`src/rtl/mem_bus_ctrl_pkg.sv`:
```
// Shared definitions for the memory bus controller and the snooping caches:
// bus widths, request codes and controller state encodings.
package mem_bus_ctrl_pkg;

  localparam int unsigned ADDRWIDTH    = 16;
  localparam int unsigned WORDWIDTH    = 16;
  localparam int unsigned IOSTATEWIDTH = 2;

  // Request codes driven by a cache on its memory port; code 3 is illegal.
  localparam logic [IOSTATEWIDTH-1:0] RD   = 2'd0;
  localparam logic [IOSTATEWIDTH-1:0] WT   = 2'd1;
  localparam logic [IOSTATEWIDTH-1:0] IDEL = 2'd2;
  localparam logic [IOSTATEWIDTH-1:0] ILL  = 2'd3;

  typedef enum logic [1:0] {
    IDLE = 2'd0,
    BUSY = 2'd1,
    RESP = 2'd2
  } ctrl_state_e;

  // A port is requesting only for RD or WT.
  function automatic logic is_req(input logic [IOSTATEWIDTH-1:0] code);
    return (code == RD) || (code == WT);
  endfunction

  function automatic logic is_illegal(input logic [IOSTATEWIDTH-1:0] code);
    return (code == ILL);
  endfunction

endpackage

```
`src/rtl/mem_bus_ctrl_if.sv`:
```
// Bundle of the two cache memory ports plus controller status.
// slave: the controller side; master: the cache (or bench) side.
interface mem_bus_ctrl_if;
  import mem_bus_ctrl_pkg::*;

  logic [IOSTATEWIDTH-1:0] rwFromCache0;
  logic [IOSTATEWIDTH-1:0] rwFromCache1;
  logic [ADDRWIDTH-1:0]    addrFromCache0;
  logic [ADDRWIDTH-1:0]    addrFromCache1;
  logic [WORDWIDTH-1:0]    dataFromCache0;
  logic [WORDWIDTH-1:0]    dataFromCache1;

  logic                    readEnToCache0;
  logic                    readEnToCache1;
  logic                    writeDoneToCache0;
  logic                    writeDoneToCache1;
  logic [ADDRWIDTH-1:0]    addrToCache0;
  logic [ADDRWIDTH-1:0]    addrToCache1;
  logic [WORDWIDTH-1:0]    dataToCache0;
  logic [WORDWIDTH-1:0]    dataToCache1;
  logic                    busy;
  logic                    errFlag;

  modport slave (
    input  rwFromCache0, rwFromCache1,
    input  addrFromCache0, addrFromCache1,
    input  dataFromCache0, dataFromCache1,
    output readEnToCache0, readEnToCache1,
    output writeDoneToCache0, writeDoneToCache1,
    output addrToCache0, addrToCache1,
    output dataToCache0, dataToCache1,
    output busy, errFlag
  );

  modport master (
    output rwFromCache0, rwFromCache1,
    output addrFromCache0, addrFromCache1,
    output dataFromCache0, dataFromCache1,
    input  readEnToCache0, readEnToCache1,
    input  writeDoneToCache0, writeDoneToCache1,
    input  addrToCache0, addrToCache1,
    input  dataToCache0, dataToCache1,
    input  busy, errFlag
  );

endinterface

```
`src/rtl/mem_bus_ctrl_mem_array.sv`:
```
// Single-port word RAM backing the controller. Writes commit on the clock
// edge; the read word is presented on rdata_o and captured by the caller's
// register on the same edge, so there is exactly one access per edge.
// Contents are deliberately not reset.
module mem_array #(
  parameter int unsigned MEM_AW    = 8,
  parameter int unsigned WORDWIDTH = mem_bus_ctrl_pkg::WORDWIDTH
) (
  input  logic                 clk_i,
  input  logic                 we_i,
  input  logic [MEM_AW-1:0]    addr_i,
  input  logic [WORDWIDTH-1:0] wdata_i,
  output logic [WORDWIDTH-1:0] rdata_o
);

  localparam int unsigned DEPTH = 1 << MEM_AW;

  logic [WORDWIDTH-1:0] mem_q [DEPTH];

  // Commit a write to the addressed word.
  always_ff @(posedge clk_i) begin
    if (we_i) begin
      mem_q[addr_i] <= wdata_i;
    end
  end

  assign rdata_o = mem_q[addr_i];

endmodule

```
`src/rtl/mem_bus_ctrl.sv`:
```
// Shared memory controller for two snooping caches. Accepts one RD/WT at a
// time, arbitrates round-robin, serves it from mem_array after LATENCY
// cycles and returns a one-cycle completion pulse to the granted port.
// The RESP state swallows the stale request a cache still drives for one
// cycle after seeing its pulse.
module mem_bus_ctrl import mem_bus_ctrl_pkg::*; #(
  parameter int unsigned MEM_AW  = 8,
  parameter int unsigned LATENCY = 3
) (
  input  logic           clk,
  input  logic           reset,
  mem_bus_ctrl_if.slave  bus
);

  localparam logic [3:0] CNT_LOAD = 4'(LATENCY - 1);

  ctrl_state_e             state_q, state_d;
  logic [3:0]              cnt_q, cnt_d;
  logic                    gnt_q, gnt_d;
  logic                    last_gnt_q, last_gnt_d;
  logic [IOSTATEWIDTH-1:0] rw_q, rw_d;
  logic [ADDRWIDTH-1:0]    addr_q, addr_d;
  logic [WORDWIDTH-1:0]    data_q, data_d;
  logic                    rd0_q, rd0_d, rd1_q, rd1_d;
  logic                    wd0_q, wd0_d, wd1_q, wd1_d;
  logic [ADDRWIDTH-1:0]    aout0_q, aout0_d, aout1_q, aout1_d;
  logic [WORDWIDTH-1:0]    dout0_q, dout0_d, dout1_q, dout1_d;
  logic                    busy_q, busy_d;
  logic                    err_q, err_d;

  logic                    req0_s, req1_s, sel_s, access_s, mem_we_s;
  logic [WORDWIDTH-1:0]    mem_rdata_s;

  assign req0_s   = is_req(bus.rwFromCache0);
  assign req1_s   = is_req(bus.rwFromCache1);
  // Access edge: last BUSY cycle. A reset on that edge aborts the write.
  assign access_s = (state_q == BUSY) && (cnt_q == 4'd0);
  assign mem_we_s = access_s && (rw_q == WT) && reset;

  mem_array #(
    .MEM_AW    (MEM_AW),
    .WORDWIDTH (WORDWIDTH)
  ) u_mem_array (
    .clk_i   (clk),
    .we_i    (mem_we_s),
    .addr_i  (addr_q[MEM_AW-1:0]),
    .wdata_i (data_q),
    .rdata_o (mem_rdata_s)
  );

  // Arbitration, FSM next state, counter and response register updates.
  always_comb begin
    state_d    = state_q;
    cnt_d      = cnt_q;
    gnt_d      = gnt_q;
    last_gnt_d = last_gnt_q;
    rw_d       = rw_q;
    addr_d     = addr_q;
    data_d     = data_q;
    rd0_d      = 1'b0;
    rd1_d      = 1'b0;
    wd0_d      = 1'b0;
    wd1_d      = 1'b0;
    aout0_d    = aout0_q;
    aout1_d    = aout1_q;
    dout0_d    = dout0_q;
    dout1_d    = dout1_q;
    err_d      = err_q;
    sel_s      = 1'b0;
    case (state_q)
      IDLE: begin
        if (is_illegal(bus.rwFromCache0) || is_illegal(bus.rwFromCache1)) begin
          err_d = 1'b1;
        end else begin
          err_d = err_q;
        end
        // On a tie the port that did not win last time is served.
        if (req0_s && req1_s) begin
          sel_s = ~last_gnt_q;
        end else if (req0_s) begin
          sel_s = 1'b0;
        end else begin
          sel_s = 1'b1;
        end
        if (req0_s || req1_s) begin
          gnt_d   = sel_s;
          rw_d    = sel_s ? bus.rwFromCache1   : bus.rwFromCache0;
          addr_d  = sel_s ? bus.addrFromCache1 : bus.addrFromCache0;
          data_d  = sel_s ? bus.dataFromCache1 : bus.dataFromCache0;
          cnt_d   = CNT_LOAD;
          state_d = BUSY;
        end else begin
          state_d = IDLE;
        end
      end
      BUSY: begin
        if (cnt_q == 4'd0) begin
          state_d = RESP;
          if (rw_q == WT) begin
            if (gnt_q) begin
              wd1_d = 1'b1;
            end else begin
              wd0_d = 1'b1;
            end
          end else begin
            if (gnt_q) begin
              rd1_d   = 1'b1;
              aout1_d = addr_q;
              dout1_d = mem_rdata_s;
            end else begin
              rd0_d   = 1'b1;
              aout0_d = addr_q;
              dout0_d = mem_rdata_s;
            end
          end
        end else begin
          cnt_d = cnt_q - 4'd1;
        end
      end
      RESP: begin
        last_gnt_d = gnt_q;
        state_d    = IDLE;
      end
      default: begin
        state_d = IDLE;
      end
    endcase
    busy_d = (state_d != IDLE);
  end

  // State and response registers with synchronous active-low reset.
  always_ff @(posedge clk) begin
    if (!reset) begin
      state_q    <= IDLE;
      cnt_q      <= 4'd0;
      gnt_q      <= 1'b0;
      last_gnt_q <= 1'b1;
      rw_q       <= IDEL;
      addr_q     <= '0;
      data_q     <= '0;
      rd0_q      <= 1'b0;
      rd1_q      <= 1'b0;
      wd0_q      <= 1'b0;
      wd1_q      <= 1'b0;
      aout0_q    <= '0;
      aout1_q    <= '0;
      dout0_q    <= '0;
      dout1_q    <= '0;
      busy_q     <= 1'b0;
      err_q      <= 1'b0;
    end else begin
      state_q    <= state_d;
      cnt_q      <= cnt_d;
      gnt_q      <= gnt_d;
      last_gnt_q <= last_gnt_d;
      rw_q       <= rw_d;
      addr_q     <= addr_d;
      data_q     <= data_d;
      rd0_q      <= rd0_d;
      rd1_q      <= rd1_d;
      wd0_q      <= wd0_d;
      wd1_q      <= wd1_d;
      aout0_q    <= aout0_d;
      aout1_q    <= aout1_d;
      dout0_q    <= dout0_d;
      dout1_q    <= dout1_d;
      busy_q     <= busy_d;
      err_q      <= err_d;
    end
  end

  assign bus.readEnToCache0    = rd0_q;
  assign bus.readEnToCache1    = rd1_q;
  assign bus.writeDoneToCache0 = wd0_q;
  assign bus.writeDoneToCache1 = wd1_q;
  assign bus.addrToCache0      = aout0_q;
  assign bus.addrToCache1      = aout1_q;
  assign bus.dataToCache0      = dout0_q;
  assign bus.dataToCache1      = dout1_q;
  assign bus.busy              = busy_q;
  assign bus.errFlag           = err_q;

endmodule

```
`src/flat_wrapper.sv`:
```
// flat-port wrapper written by rule: the top's interface ports become plain ports
module mem_bus_ctrl_flat import mem_bus_ctrl_pkg::*;
#(
  parameter int unsigned MEM_AW  = 8,
  parameter int unsigned LATENCY = 3
)
  (clk, reset, bus_rwFromCache0, bus_rwFromCache1, bus_addrFromCache0, bus_addrFromCache1, bus_dataFromCache0, bus_dataFromCache1, bus_readEnToCache0, bus_readEnToCache1, bus_writeDoneToCache0, bus_writeDoneToCache1, bus_addrToCache0, bus_addrToCache1, bus_dataToCache0, bus_dataToCache1, bus_busy, bus_errFlag);
  mem_bus_ctrl_if bus_i ();
  input  logic clk;
  input  logic reset;
  input wire logic [$bits(bus_i.rwFromCache0)-1:0] bus_rwFromCache0;
  input wire logic [$bits(bus_i.rwFromCache1)-1:0] bus_rwFromCache1;
  input wire logic [$bits(bus_i.addrFromCache0)-1:0] bus_addrFromCache0;
  input wire logic [$bits(bus_i.addrFromCache1)-1:0] bus_addrFromCache1;
  input wire logic [$bits(bus_i.dataFromCache0)-1:0] bus_dataFromCache0;
  input wire logic [$bits(bus_i.dataFromCache1)-1:0] bus_dataFromCache1;
  output wire logic [$bits(bus_i.readEnToCache0)-1:0] bus_readEnToCache0;
  output wire logic [$bits(bus_i.readEnToCache1)-1:0] bus_readEnToCache1;
  output wire logic [$bits(bus_i.writeDoneToCache0)-1:0] bus_writeDoneToCache0;
  output wire logic [$bits(bus_i.writeDoneToCache1)-1:0] bus_writeDoneToCache1;
  output wire logic [$bits(bus_i.addrToCache0)-1:0] bus_addrToCache0;
  output wire logic [$bits(bus_i.addrToCache1)-1:0] bus_addrToCache1;
  output wire logic [$bits(bus_i.dataToCache0)-1:0] bus_dataToCache0;
  output wire logic [$bits(bus_i.dataToCache1)-1:0] bus_dataToCache1;
  output wire logic [$bits(bus_i.busy)-1:0] bus_busy;
  output wire logic [$bits(bus_i.errFlag)-1:0] bus_errFlag;
  assign bus_i.rwFromCache0 = bus_rwFromCache0;
  assign bus_i.rwFromCache1 = bus_rwFromCache1;
  assign bus_i.addrFromCache0 = bus_addrFromCache0;
  assign bus_i.addrFromCache1 = bus_addrFromCache1;
  assign bus_i.dataFromCache0 = bus_dataFromCache0;
  assign bus_i.dataFromCache1 = bus_dataFromCache1;
  assign bus_readEnToCache0 = bus_i.readEnToCache0;
  assign bus_readEnToCache1 = bus_i.readEnToCache1;
  assign bus_writeDoneToCache0 = bus_i.writeDoneToCache0;
  assign bus_writeDoneToCache1 = bus_i.writeDoneToCache1;
  assign bus_addrToCache0 = bus_i.addrToCache0;
  assign bus_addrToCache1 = bus_i.addrToCache1;
  assign bus_dataToCache0 = bus_i.dataToCache0;
  assign bus_dataToCache1 = bus_i.dataToCache1;
  assign bus_busy = bus_i.busy;
  assign bus_errFlag = bus_i.errFlag;
  mem_bus_ctrl #(.MEM_AW(MEM_AW), .LATENCY(LATENCY)) u_core (.clk(clk), .reset(reset), .bus(bus_i));
endmodule
```
`config.mk`:
```
export PLATFORM = sky130hd
export DESIGN_NAME = mem_bus_ctrl_flat
export DESIGN_NICKNAME = d
export VERILOG_FILES = /design/src/rtl/mem_bus_ctrl_pkg.sv /design/src/rtl/mem_bus_ctrl_if.sv /design/src/rtl/mem_bus_ctrl_mem_array.sv /design/src/rtl/mem_bus_ctrl.sv /design/src/flat_wrapper.sv
export SDC_FILE = /design/constraint.sdc
export NUM_CORES = 2
export LEC_CHECK = 0
export BUFFER_PORTS_ARGS = -buffer_cell sky130_fd_sc_hd__buf_4
export CAP_MARGIN = 20
export CELL_PAD_IN_SITES_DETAIL_PLACEMENT = 1
export CELL_PAD_IN_SITES_GLOBAL_PLACEMENT = 1
export CORE_MARGIN = 4
export CORE_UTILIZATION = 33
export DETAILED_ROUTE_END_ITERATION = 12
export PLACE_DENSITY = 0.59
export SYNTH_ARGS = -nofsm -noshare
export SYNTH_HDL_FRONTEND = slang
export SYNTH_HIERARCHICAL = 1
export SYNTH_SLANG_ARGS = --single-unit
```
`constraint.sdc`:
```
create_clock -name clk -period 5.3 [get_ports clk]
set_input_delay 0.53 -clock clk [delete_from_list [all_inputs] [get_ports clk]]
set_output_delay 0.53 -clock clk [all_outputs]
set_load 0.1 [all_outputs]
```
* After elaboration in Yosys (flattened, before gate mapping) *
Memory sizes are Yosys's and may differ from the RTL's. A register that Yosys moved wholly into a read port is not among the register bits.
Index checks and enable logic that the tools add are counted.

cells by class
  add/sub/neg operators = 1
  equal/unequal tests = 9
  mux-type cells = 18
  bitwise logic cells = 6
  reduce and logical (&&, ||, !) cells = 21

operators with widths
  cell                 count
  $mux 16              2
  $mux 8               2
  $reduce_and 4->1     3
  $eq 2x1->1 const B   4
  $mux 1               8
  $mux 4               2
  $pmux 4 s2           1
  $eq 2x2->1 const B   3
  $logic_not 2->1      3
  $not 1->1            6
  $logic_and 1x1->1    4
  $logic_not 4->1      1
  $logic_or 1x1->1     4
  $mux 2               2
  $pmux 2 s2           1
  $reduce_and 2->1     2
  $reduce_bool 2->1    2
  $reduce_or 4->1      1
  $sub 4x1->4 const B  1
  $reduce_and 3->1     1
  $ne 2x1->1 const B   1
  $ne 2x2->1 const B   1

word-level totals
  register bits after elaboration = 112
  memory bits (writable) = 4,096
  input bits = 70
  logic and storage cells = 73
  memories = 1

memories
  name                      words  width  read ports  clocked after Yosys merged registers in  wr ports  line                          source
  u_core.u_mem_array.mem_q  256    16     1           1                                        1         mem_bus_ctrl_mem_array.sv:18  logic [WORDWIDTH-1:0] mem_q [DEPTH];

* Logic depth before layout (Yosys ltp) *
  word-level depth = 8
  depth in mapped cells = 11
  depth with buffers taken out = 9

* Hierarchy *
Netlist, hierarchy kept.

by module, submodules not included
  module        instances  cells an instance  area each (um2)  sequential area each (um2)
  mem_array     1          6,711              155,078.7        122,998.0
  mem_bus_ctrl  1          419                4,344.2          2,242.2

* Worst setup path before layout *
No wires, ideal clock.

  path kind = register to register
  start = register u_core.data_q[0]
  end = memory u_core.u_mem_array.mem_q[0][0], data pin
  arrival = 3.398 ns
  setup slack = 1.047 ns
  stages on the path, launching flop included = 1
  buffers on the path = 0
  cell sequence = dfxtp_1

RTL lines
  what                      line                          source
  start: declaration        mem_bus_ctrl.sv:23            logic [WORDWIDTH-1:0] data_q, data_d;
  start signal: assignment  mem_bus_ctrl.sv:158           data_q <= data_d;
  end: declaration          mem_bus_ctrl_mem_array.sv:18

Straight into the memory's write port.

==> flow_summary.ini <==
[finish]
final_core_util_pct = 38.7
layout_commonest_cell = edfxtp_1
fin_nets = 7923
layout_common_cells = edfxtp_1 (4096), mux4_2 (1024), buf_4 (583)
syn_to_final_growth_pct = 16.9
filler_cell_count = 45903
drive_above_1_share_pct = 29.1

[timing]
rsz0062_at_grt = false
worstMarginPinSlew_ps = 1340
min_period_over_period_pct = 89.1
final.min_clock_period_ps = 4720
finalSetupTns_ps = 0
max_clock_freq_mhz = 212
hold_viol_final = 0
relSlewSlack_pct = 9.64
skew_ps = 96.3
setup_viol = 0
slew_violations = 0

[worst_setup_path]
critical_path_class = reg -> reg
r2r_slack_ps = 580
crit_chain = buf_16, buf_12, buf_4, mux4_2, a22oi_1, a21oi_1, o41ai_1, buf_4, nand4_1, nand2_1, mux2i_1
cp_num_buf_inv = 4
crit_end = u_core/bus.dataToCache0[1]$_SDFFE_PN0P_
startpoint = u_core/addr_q[0]$_SDFFE_PN0P_
cp_slowest_cell = o41ai_1
crit_family = compound AO/OA/AOI/OAI gates
timing.rr.end = u_core/bus.dataToCache0[1]$_SDFFE_PN0P_
cp.depth = 11
required_ps = 6140
cp_max_fo = 23
endpoint_kind = flip-flop
cpMostUsedCell = buf_4
arrival_ps = 5560
max_stage_delay_ps = 940
rr_startpoint = u_core/addr_q[0]$_SDFFE_PN0P_
ff2ff_path_depth = 11
startpoint_type = flip-flop

[run_status]
status = finished clean

[routing]
drc = 0
totalWireLength_microns = 464000
wl_per_cell_microns = 31.7
first_iter_violations = 9699
dr.pass1.iters = 8
ant_nets = 0
viasPerCell = 5.44
num_vias = 79657

[synth]
syn_avg_cell_area_sq_um = 22.4
syn_inst = 7130
synth_edf_count = 4096
synth_nets = 7201
synth_seq_cells = 4208
ys_warn_count = 6
yosysSeqAreaShare_pct = 78.6
yosys_most_used_dff = edfxtp_1
synth_cell_type_count = 38
syn-cell-area_sq_um = 159000
async_flop_share_pct = 0

[global_route]
grt_max_degree = 186
grtUsageTotal_pct = 18.4
grt_pass1_vias = 82388
grt_pass1_wl_microns = 654000
overflow = 0
antenna_found_initial = 20

[pwr]
p_switching_mw = 17.7
p_per_area_nw_per_um2 = 399
p_int_mw = 56.7
static-leakage-power_nw = 57.2
switching_share_pct = 23.8
clock_power_share_pct = 40.3
comb_power_share_pct = 9.2
ir_drop_mv = 0.322
pwr-share-seq_pct = 50.5

[placement]
dp_hpwl_microns = 274000
gp_congestion = 0.800
portBuffers = 139

[cts]
clkSlewWorstSetupHoldPaths_ps = 60
insertion_delay_ps = 990
clock-root-buffer = clkbuf_16
clockBufferDepth = 4
ctsResizeCount = 0
htree_levels = 5
cts_inserted_buffers = 439
clock_sinks = 4208
cts_tree = done

[floorplan]
coreArea_sq_um = 482000
row_count = 255
die_h_microns = 703
die_area_sq_um = 494000
io_pins = 140
fp.dieW_microns = 703
start_util_pct = 33.1

[min_path]
min_path_type = in -> reg
hold_start = bus_addrFromCache1[9]

[job]
max_cap_viol_count = 0
## synth_stat cells (19+ instances only)
| cell | n | area share, % |
|---|---|---|
| edfxtp_1 | 4096 | 77 |
| mux4_2 | 1024 | 14 |
| a22oi_1 | 513 | 2.4 |
| clkbuf_1 | 266 | 0.63 |
| a21oi_1 | 256 | 0.80 |
| nor2_1 | 234 | 0.55 |
| nand2_1 | 128 | 0.30 |
| dfxtp_1 | 112 | 1.4 |
| mux2i_1 | 99 | 0.62 |
| buf_2 | 84 | 0.26 |
| o41ai_1 | 64 | 0.35 |
| buf_1 | 55 | 0.13 |
| nor3_1 | 34 | 0.11 |
| o2bb2ai_1 | 34 | 0.19 |
| buf_6 | 28 | 0.20 |
| nand3_1 | 19 | 0.060 |
## power by group through the flow
stage,Clock [mW],Sequential [mW],Combinational (mW)
finish,30.0,37.6,6.86
global route,32.0,37.6,7.23
CTS,30.6,37.6,6.99
detailed placement,0,38.3,6.93
global placement,0,38.3,6.76
floorplan,0,38.8,3.40
## per-layer routing
metal	GRT usage (%)	wire, microns	up-vias
li1	-	-	31929
met1	26.3	195000	43789
met2	29.9	224000	3319
met3	2.59	33000	618
met4	4.72	12200	2
met5	0	13	-
## through the flow
| stage | power, mW | cell area (sq um) | worst slack [ps] | hold WS (ps) | instances |
|---|---|---|---|---|---|
| 3_5_place_dp | 45.2 | 172000 | 539 | 447 | 13763 |
| 3_3_place_gp | 45.0 | 172000 | 255 | 444 | 13757 |
| 5_1_grt | 76.9 | 186000 | 484 | 345 | 14646 |
| 6_report | 74.5 | 186000 | 576 | 363 | 14652 |
| 4_1_cts | 75.2 | 186000 | 533 | 285 | 14643 |
| 2_1_floorplan | 42.2 | 159000 | 1050 | 431 | 7130 |
## sequential cells by signal, indices dropped and copies added (netlist names), 2 cells and up
name	count
u_core/bus.dataToCache0	16
u_core/bus.addrToCache0	16
u_core/state_q	2
u_core/u_mem_array/mem_q	4096
u_core/data_q	16
u_core/cnt_q	4
u_core/addr_q	16
u_core/rw_q	2
u_core/bus.addrToCache1	16
u_core/bus.dataToCache1	16
## worst min-delay path: stages
cell and delay, ps:
buf_4 80, mux2i_1 50, dlygate4sd3_1 550, o2bb2ai_1 110
## worst min-delay path by stage
stage,end,cells after the start,slack [ps]
after global placement,u_core/rw_q[1]$_SDFFE_PN1P_,2,440
after CTS,u_core/addr_q[9]$_SDFFE_PN0P_,4,290
after global routing,u_core/addr_q[10]$_SDFFE_PN0P_,4,340
after detailed placement,u_core/addr_q[12]$_SDFFE_PN0P_,1,450
after floorplan,u_core/rw_q[1]$_SDFFE_PN1P_,2,430
final,u_core/addr_q[9]$_SDFFE_PN0P_,4,360
## area by class of cell
type,instances,area (sq um),area share [%]
Multi-Input combinational cell,2465,32500,17.4
Inverter,7,26.3,0.0141
Clock buffer,558,11600,6.25
Sequential cell,4208,125000,67.2
Antenna cell,8,20.0,0.0107
Timing Repair Buffer,731,6610,3.54
Tap cell,6425,8040,4.31
Clock inverter,250,2250,1.21
## kinds of logic (layout without fill, tap and decap cells)
| logic type | after synthesis | in the layout | synth area share (%) |
|---|---|---|---|
| buffers and inverters | 457 | 1546 | 1.31 |
| AND/OR/NAND/NOR | 463 | 463 | 1.22 |
| flip-flops | 4208 | 4208 | 78.6 |
| other | 0 | 8 | 0 |
| multiplexers | 1123 | 1123 | 15.1 |
| adder cells (fa/ha/maj) | 1 | 1 | 0.00785 |
| AO/OA/AOI/OAI | 878 | 878 | 3.81 |
## repair_timing
action	CTS	global route
endpoints found under the hold margin	40	0
hold buffers	72	0
buffers inserted	0	0
No activity file was read; power rests on OpenSTA's default activity.
